## src/rtl/pipelined_addsub_pkg.sv

```systemverilog
// Shared ALU definitions for the pipelined adder/subtractor: flag bundle,
// op encoding and the elaboration-time parameter check.
package pipelined_addsub_pkg;

   typedef struct packed {
      logic c_out;
      logic ovf;
      logic zero;
   } alu_flags_t;

   localparam logic OP_ADD = 1'b0;
   localparam logic OP_SUB = 1'b1;

   function automatic bit stages_divide_width(input int unsigned width,
                                              input int unsigned stages);
      return (width >= 2) && (stages >= 1) && (stages <= width) &&
             ((width % stages) == 0);
   endfunction

endpackage

```

## src/rtl/pipelined_addsub_chunk.sv

```systemverilog
// CW-bit combinational ripple of full-adder cells; also exposes the carry
// into the chunk MSB so the last stage can form signed overflow.
module addsub_chunk #(
   parameter int unsigned CW = 8
) (
   input  logic [CW-1:0] i_a,
   input  logic [CW-1:0] i_b,
   input  logic          i_cin,
   output logic [CW-1:0] o_s,
   output logic          o_cout,
   output logic          o_cmsb
);

   logic [CW:0] w_c;

   always_comb begin
      w_c    = '0;
      o_s    = '0;
      w_c[0] = i_cin;
      for (int i = 0; i < int'(CW); i++) begin
         o_s[i]   = i_a[i] ^ i_b[i] ^ w_c[i];
         w_c[i+1] = (i_a[i] & i_b[i]) | (w_c[i] & (i_a[i] ^ i_b[i]));
      end
   end

   assign o_cout = w_c[CW];
   assign o_cmsb = w_c[CW-1];

endmodule

```

## src/rtl/pipelined_addsub.sv

```systemverilog
// WIDTH-bit add/sub with carry ripple split over STAGES register stages,
// global-stall valid/ready handshake and registered ALU flags.
module pipelined_addsub
   import pipelined_addsub_pkg::*;
#(
   parameter int unsigned WIDTH  = 32,
   parameter int unsigned STAGES = 4
) (
   input  logic             clk,
   input  logic             rst,
   input  logic             in_valid,
   output logic             in_ready,
   input  logic [WIDTH-1:0] in_1,
   input  logic [WIDTH-1:0] in_2,
   input  logic             sub,
   input  logic             c_in,
   output logic             out_valid,
   input  logic             out_ready,
   output logic [WIDTH-1:0] sum,
   output logic             c_out,
   output logic             ovf,
   output logic             zero
);

   localparam int unsigned CW   = WIDTH / STAGES;
   localparam int unsigned LAST = STAGES - 1;

   if (!stages_divide_width(WIDTH, STAGES)) begin : g_bad_params
      $error("pipelined_addsub: need WIDTH>=2, 1<=STAGES<=WIDTH, WIDTH%%STAGES==0");
   end

   logic             w_adv;
   logic             w_is_sub;
   logic [WIDTH-1:0] w_b_eff;
   logic             w_cin_eff;

   logic             r_v [STAGES];
   logic [WIDTH-1:0] r_a [STAGES];
   logic [WIDTH-1:0] r_b [STAGES];
   logic [WIDTH-1:0] r_s [STAGES];
   logic             r_c [STAGES];
   alu_flags_t       r_flags;

   logic             w_v_in   [STAGES];
   logic [WIDTH-1:0] w_a_in   [STAGES];
   logic [WIDTH-1:0] w_b_in   [STAGES];
   logic [WIDTH-1:0] w_s_in   [STAGES];
   logic             w_c_in   [STAGES];
   logic [WIDTH-1:0] w_s_next [STAGES];
   logic [CW-1:0]    w_cs     [STAGES];
   logic             w_cout   [STAGES];
   logic             w_cmsb   [STAGES];

   // Whole pipeline moves together; only out_ready reaches in_ready combinationally.
   assign w_adv     = !r_v[LAST] || out_ready;
   assign in_ready  = w_adv;
   assign w_is_sub  = (sub == OP_SUB);
   assign w_b_eff   = in_2 ^ {WIDTH{w_is_sub}};
   assign w_cin_eff = c_in ^ w_is_sub;

   for (genvar k = 0; k < int'(STAGES); k++) begin : g_stage
      localparam int unsigned LO = 32'(k) * CW;
      localparam logic [WIDTH-1:0] CHUNK_MASK = WIDTH'({CW{1'b1}}) << LO;

      if (k == 0) begin : g_head
         assign w_v_in[k] = in_valid;
         assign w_a_in[k] = in_1;
         assign w_b_in[k] = w_b_eff;
         assign w_s_in[k] = '0;
         assign w_c_in[k] = w_cin_eff;
      end else begin : g_body
         assign w_v_in[k] = r_v[k-1];
         assign w_a_in[k] = r_a[k-1];
         assign w_b_in[k] = r_b[k-1];
         assign w_s_in[k] = r_s[k-1];
         assign w_c_in[k] = r_c[k-1];
      end

      addsub_chunk #(.CW(CW)) u_chunk (
         .i_a    (w_a_in[k][LO +: CW]),
         .i_b    (w_b_in[k][LO +: CW]),
         .i_cin  (w_c_in[k]),
         .o_s    (w_cs[k]),
         .o_cout (w_cout[k]),
         .o_cmsb (w_cmsb[k])
      );

      // Lower result chunks travel forward; this stage fills in its own slice.
      assign w_s_next[k] = (w_s_in[k] & ~CHUNK_MASK) | (WIDTH'(w_cs[k]) << LO);

      always_ff @(posedge clk or posedge rst) begin
         if (rst) begin
            r_v[k] <= 1'b0;
            r_s[k] <= '0;
            r_c[k] <= 1'b0;
         end else if (w_adv) begin
            r_v[k] <= w_v_in[k];
            r_s[k] <= w_s_next[k];
            r_c[k] <= w_cout[k];
         end
      end

      if (k < int'(LAST)) begin : g_skew
         always_ff @(posedge clk or posedge rst) begin
            if (rst) begin
               r_a[k] <= '0;
               r_b[k] <= '0;
            end else if (w_adv) begin
               r_a[k] <= w_a_in[k];
               r_b[k] <= w_b_in[k];
            end
         end
      end
   end

   always_ff @(posedge clk or posedge rst) begin
      if (rst) begin
         r_flags <= '0;
      end else if (w_adv) begin
         r_flags.c_out <= w_cout[LAST];
         r_flags.ovf   <= w_cout[LAST] ^ w_cmsb[LAST];
         r_flags.zero  <= ~|w_s_next[LAST];
      end
   end

   assign out_valid = r_v[LAST];
   assign sum       = r_s[LAST];
   assign c_out     = r_flags.c_out;
   assign ovf       = r_flags.ovf;
   assign zero      = r_flags.zero;

endmodule
```

## config.mk

```make
export PLATFORM = sky130hd
export DESIGN_NAME = pipelined_addsub
export DESIGN_NICKNAME = d
export VERILOG_FILES = /design/src/rtl/pipelined_addsub_pkg.sv /design/src/rtl/pipelined_addsub_chunk.sv /design/src/rtl/pipelined_addsub.sv
export SDC_FILE = /design/constraint.sdc
export NUM_CORES = 1
export LEC_CHECK = 0
export CORE_MARGIN = 1
export CORE_UTILIZATION = 40
export DETAILED_ROUTE_END_ITERATION = 10
export PLACE_DENSITY_LB_ADDON = 0.15
export SETUP_SLACK_MARGIN = 0.3
export SYNTH_ARGS = -nofsm -noshare
export SYNTH_HDL_FRONTEND = slang
export SYNTH_SLANG_ARGS = --single-unit
```

## constraint.sdc

```tcl
create_clock -name clk -period 8.2 [get_ports clk]
set_clock_uncertainty 0.15 [all_clocks]
set_input_delay 1.64 -clock clk [delete_from_list [all_inputs] [get_ports clk]]
set_output_delay 1.64 -clock clk [all_outputs]
set_load 0.005 [all_outputs]
```

==> results.cfg, run 1 <==
[sta]
relSlewSlack_pct = 39.6
rsz0062_at_grt = false
setup_violations = 0
min_period_ns = 5.47
report.final.hold_viol_count = 0
worstMarginPinSlew_ns = 0.906
slew_viol_final = 0
fin_crit_sh_pct = 66.7
max_freq_mhz = 183
finalSetupTns_ns = 0

[clock_network]
cts_tree = done
clock_latency_ns = 0.42
numCtsBuffers = 17
cts_sinks = 186
post_cts_buffers = 0
cts_max_path_buffers = 2
clkTransAtPathRegs_ns = 0.06
cts_resized = 0
cts_hold_buf = 0
cts_max_level = 4
clockRootBuffer = clkbuf_16

[setup_path]
start_kind = primary input
max_stage_delay_ns = 0.43
setup.worst_path.start = c_in
cp.buffers_inverters = 4
cp.arrival_ns = 5.62
worst_setup_path_end_kind = flip-flop
crit-reg2reg-launch = r_c[2]
crit_top_cell = fa_1
worstPathCellList = clkdlybuf4s50_1 -> xnor2_1 -> fa_1 -> inv_1 -> fa_1 -> inv_1 -> fa_1 -> fa_1 -> fa_1 -> fa_1 -> fa_1 -> inv_1 -> fa_1 -> nand2_1 -> nand2_1
crit_family = adder cells
worst-path-max-fanout = 1
crit_type = in -> reg
crit_slowest_cell = fa_1
required_ns = 8.36

[routing]
drtIter0Drc = 312
routed_wirelength_um = 15400
drcViolationCount = 0
viasPerCell = 4.43
final_antenna_net_count = 0
vias = 5373
detail_route.first_pass.iterations = 4
route.detailed.wl_per_inst_um = 12.7

[yosys]
avgSynthCellArea_um2 = 9.54
synthArstFlopShare_pct = 100
yosys_register_bits = 186
ys_seq_area_share_pct = 55.6
ys_top_cells_by_count = 438 x nand2_1, 186 x dfrtp_1, 49 x buf_4
synthFlopType = dfrtp_1
synth_area_um2 = 8370
synth_compound_area_share_pct = 3.90
synthSimpleGateAreaFrac_pct = 21.3
synth_xor_xnor_area_share_pct = 3.56
ys.warnings.count = 0
synth_fa_ha_area_share_pct = 7.65
syn_inst = 878
synth_top_family_by_area = simple AND/OR/NAND/NOR gates
yosysTopAreaCell = dfrtp_1
yosysMostFrequentCell = nand2_1
yosys-top-cells-area = dfrtp_1 56%, nand2_1 20%, fa_1 7.6%, buf_4 4.4%, xnor2_1 3.0%
muxShareOfSynthArea_pct = 0
ys_types = 21
synth_top_area_share_pct = 55.6
synth-edff-count = 0
syn-num-nets = 980

[hold_path]
hold_class = reg -> reg
hp-start = r_v[1]

[job]
maxCapViolations = 0

[global_route]
grt_pass1_vias = 5305
antenna_found_initial = 0
grt-ovfl-total = 0
grt_max_degree = 117
track_usage_pct = 15.7
grt_pass1_wl_um = 26700

[die]
start_util_pct = 41.1
coreArea_um2 = 20400
rows = 52
die_area_um2 = 21500
die_width_um = 147
die-height_um = 147
io_pins = 107

[power_and_ir_drop]
p_leak_nw = 4.78
irDropWorstVdd_uv = 155
powerDensity_nw_per_um2 = 370

[cells_and_area]
nets = 1033
fillers = 1981
final_cells = 1213
diodes = 0
drive_gt1_share_pct = 5.94
area_growth_pct = 18.0

[outcome]
status = complete, no violations

[placement]
hpwl_um = 10000
port_buffers = 106
gp_congestion = 0.745
placedCellCount = 1182
logic make-up (layout without fill, tap and decap cells):
family          count (synthesis)  count (layout)
buf+inv                       109             174
simple gates                  466             466
fa+ha+maj                      32              32
flops                         186             186
xor+xnor                       34              34
compound gates                 51              51
final cells by class:
class	count	area [um^2]	area share [%]
clock inverters	10	141	1.43
multi-input cells	583	3050	30.9
repair buffers	111	1090	11.1
flip-flops and latches	186	4650	47.1
clock buffers	21	470	4.76
inverters	32	133	1.34
well taps	270	338	3.42
cells in the final DEF, fill, tap and decap left out, drive strengths merged:
cell           count
nand2            438
dfrtp            186
clkdlybuf4s50    105
o21ai             34
inv               33
fa                32
xnor2             29
clkbuf            21
nor2              17
a21oi             16
nor4               7
buf                6
xor2               5
clkinvlp           5
bufinv             3
nand4              2
nor2b              1
o41ai              1
nand2b             1
clkinv             1
power breakdown:
part | leakage, nW | internal (W) | switching [W] | total [W]
combinational | 2.26 | 0.000571 | 0.000665 | 0.00124
sequential | 2.24 | 0.00133 | 0.000245 | 0.00157
clock | 0.284 | 0.000503 | 0.000344 | 0.000847
total | 4.78 | 0.00240 | 0.00125 | 0.00366
path summary, 6_finish.rpt:
path,endpoint,slack [ns],cells after the start
hold reg to reg,r_v[1],0.31,2
hold / removal,r_v[1],0.31,2
setup / recovery,r_s[103],2.73,15
min in group asynchronous,r_s[45],1.63,2
setup reg to reg,r_s[55],3.99,12
max in group asynchronous,r_a[86],4.83,3
metrics by stage:
| step | util, % | worst slack [ns] | area (um^2) | hold slack, ns | total power [W] |
|---|---|---|---|---|---|
| floorplan | - | 1.35 | 8370 | 0.280 | 0.00252 |
| global placement | 45.5 | 2.29 | 9270 | 0.293 | 0.00284 |
| detailed placement | 45.5 | 2.27 | 9270 | 0.297 | 0.00287 |
| CTS | 48.5 | 2.71 | 9880 | 0.312 | 0.00373 |
| global route | 48.5 | 2.54 | 9880 | 0.339 | 0.00398 |
| finish | 48.5 | 2.73 | 9880 | 0.307 | 0.00366 |
worst min-delay path: stages (launching register included):
cell and delay [ns]:
dfrtp_1 0.33, nand2_1 0.05, nand2_1 0.05
sequential cells by signal, summed over array words and instances, names as in the netlist:
register   count
ovf            1
r_b           48
r_s           48
zero           1
c_out          1
sum           32
out_valid      1
r_c            3
r_a           48
r_v            3
routing by layer:
layer | global-route usage (%) | wire [um] | vias to the layer above
met3 | 2.67 | 373 | 18
met4 | 5.68 | 262 | 0
li1 | - | - | 2745
met1 | 21.3 | 7400 | 2536
met2 | 25.3 | 7360 | 74
met5 | 0 | 0 | -
Note: power is estimated with default switching activity, not from simulation.
==> run 2, diff against run 1 <==
Clock period 8.2 ns to 4.4 ns, I/O delays scaled along.
==> results.cfg, run 2 (same netlist as run 1, synthesis figures left out) <==
[cells_and_area]
nets = 1036
area_growth_pct = 19.8
drive_gt1_share_pct = 8.98
reg_top3 = r_a x48, r_b x48, r_s x48
fillers = 2014
final_area_um2 = 10000
diodes = 0
final_cell_mix = 438 x nand2_1, 186 x dfrtp_1, 102 x clkdlybuf4s50_1
fin_util_pct = 49.3
final_common_cell = nand2_1

[job]
maxCapViolations = 0

[global_route]
grt_pass1_wl_um = 26900
grt_pass1_vias = 5361
track_usage_pct = 15.9
grt_max_degree = 192
grt-ovfl-total = 0
antenna_found_initial = 0

[setup_path]
worst-path-max-fanout = 1
worst_setup_path_end_kind = flip-flop
required_ns = 4.56
crit_type = in -> reg
crit-reg2reg-launch = r_c[2]
ff2ff_setup_slack_ns = 0.49
reg2regPathDepth = 12
reg2reg_to = r_s[55]
cp.arrival_ns = 4.20
start_kind = primary input

[sta]
max_freq_mhz = 248
rsz0062_at_grt = true
min_period_ns = 4.04
relSlewSlack_pct = 35.9
report.final.hold_viol_count = 0
hold_slack_ns = 0.308
fin_crit_sh_pct = 91.8
slew_viol_final = 0
setup_violations = 0
finalSetupTns_ns = 0
worstMarginPinSlew_ns = 0.961

[routing]
route.detailed.wl_per_inst_um = 12.9
vias = 5371
final_antenna_net_count = 0
drtIter0Drc = 328
routed_wirelength_um = 15700
viasPerCell = 4.41
drcViolationCount = 0
detail_route.first_pass.iterations = 6

[die]
die_area_um2 = 21500
start_util_pct = 41.1
io_pins = 107
die-height_um = 147
coreArea_um2 = 20400
die_width_um = 147
rows = 52

[hold_path]
holdPathStages = 1
hp-start = r_v[1]
holdPathEnd = out_valid
hold_class = reg -> reg

[outcome]
status = complete, no violations

[clock_network]
cts_sinks = 186
cts_max_path_buffers = 2
cts_max_level = 4
clock_latency_ns = 0.43
cts_hold_buf = 0
post_cts_buffers = 0
numCtsBuffers = 17
clkTransAtPathRegs_ns = 0.07
cts_tree = done
clockRootBuffer = clkbuf_16

[power_and_ir_drop]
p_leak_nw = 4.81
irDropWorstVdd_uv = 600
powerDensity_nw_per_um2 = 680

[placement]
gp_congestion = 0.747
hpwl_um = 10200
port_buffers = 106
postPlaceCellArea_um2 = 9370
## run 2: cell count changes in the layout (fill, tap and decap cells not counted), sizes merged
cell,before,now
buf,6,11
bufinv,3,2
clkbuf,21,23
clkdlybuf4s50,105,102
clkinv,1,2
dlygate4sd2,0,1
inv,33,32
## run 2: area by class of cell
cell class,count,area (um^2),share of cell area (%)
multi-input cells,583,3130,31.2
inverters,32,129,1.28
clock inverters,9,113,1.12
repair buffers,114,1180,11.7
well taps,270,338,3.37
clock buffers,23,488,4.87
flip-flops and latches,186,4650,46.4
## run 2: stage by stage
stage / total power [W] / setup WS, ns / cells
2_1_floorplan: 0.00471 / -0.142 / 878
3_3_place_gp: 0.00529 / -0.481 / 1185
3_5_place_dp: 0.00534 / -0.490 / 1185
4_1_cts: 0.00693 / 0.200 / 1217
5_1_grt: 0.00745 / 0.264 / 1217
6_report: 0.00683 / 0.361 / 1217
## run 2: worst max-delay path, stage by stage
cell and delay [ns]:
clkdlybuf4s50_1 0.47, xor2_1 0.18, fa_2 0.23, inv_2 0.04
fa_2 0.36, fa_2 0.37, fa_2 0.37, fa_2 0.37
fa_2 0.36, inv_2 0.06, fa_1 0.37, nand2_1 0.07
nand2_1 0.06
## run 2: how the worst max path moves through the flow
stage / to / from / slack, ns / cells after the start
detailed placement: r_s[103] / c_in / -0.49 / 15
global placement: r_s[103] / c_in / -0.48 / 15
global route: r_s[103] / in_1[0] / 0.26 / 15
finish: r_s[103] / in_2[1] / 0.36 / 13
floorplan: r_s[103] / sub / -0.14 / 16
CTS: r_s[103] / sub / 0.20 / 15
## run 2: report_power, final
part / switching [W] / internal [W] / leakage (nW)
combinational: 0.00124 / 0.00110 / 2.29
clock: 0.000645 / 0.000900 / 0.282
sequential: 0.000467 / 0.00248 / 2.24
## run 2: repair_timing
item	in CTS	in global routing
setup endpoints to repair	5	4
resized for setup	21	8
pin swaps	10	9
## run 2: metal layers
| metal | part of all wire (%) | up-vias | global-route usage, % |
|---|---|---|---|
| met2 | 47 | 81 | 25.3 |
| met1 | 49 | 2511 | 21.7 |
| met4 | 1.7 | 0 | 5.78 |
| li1 | - | 2756 | - |
| met3 | 2.6 | 23 | 3.04 |
| met5 | 0 | - | 0 |
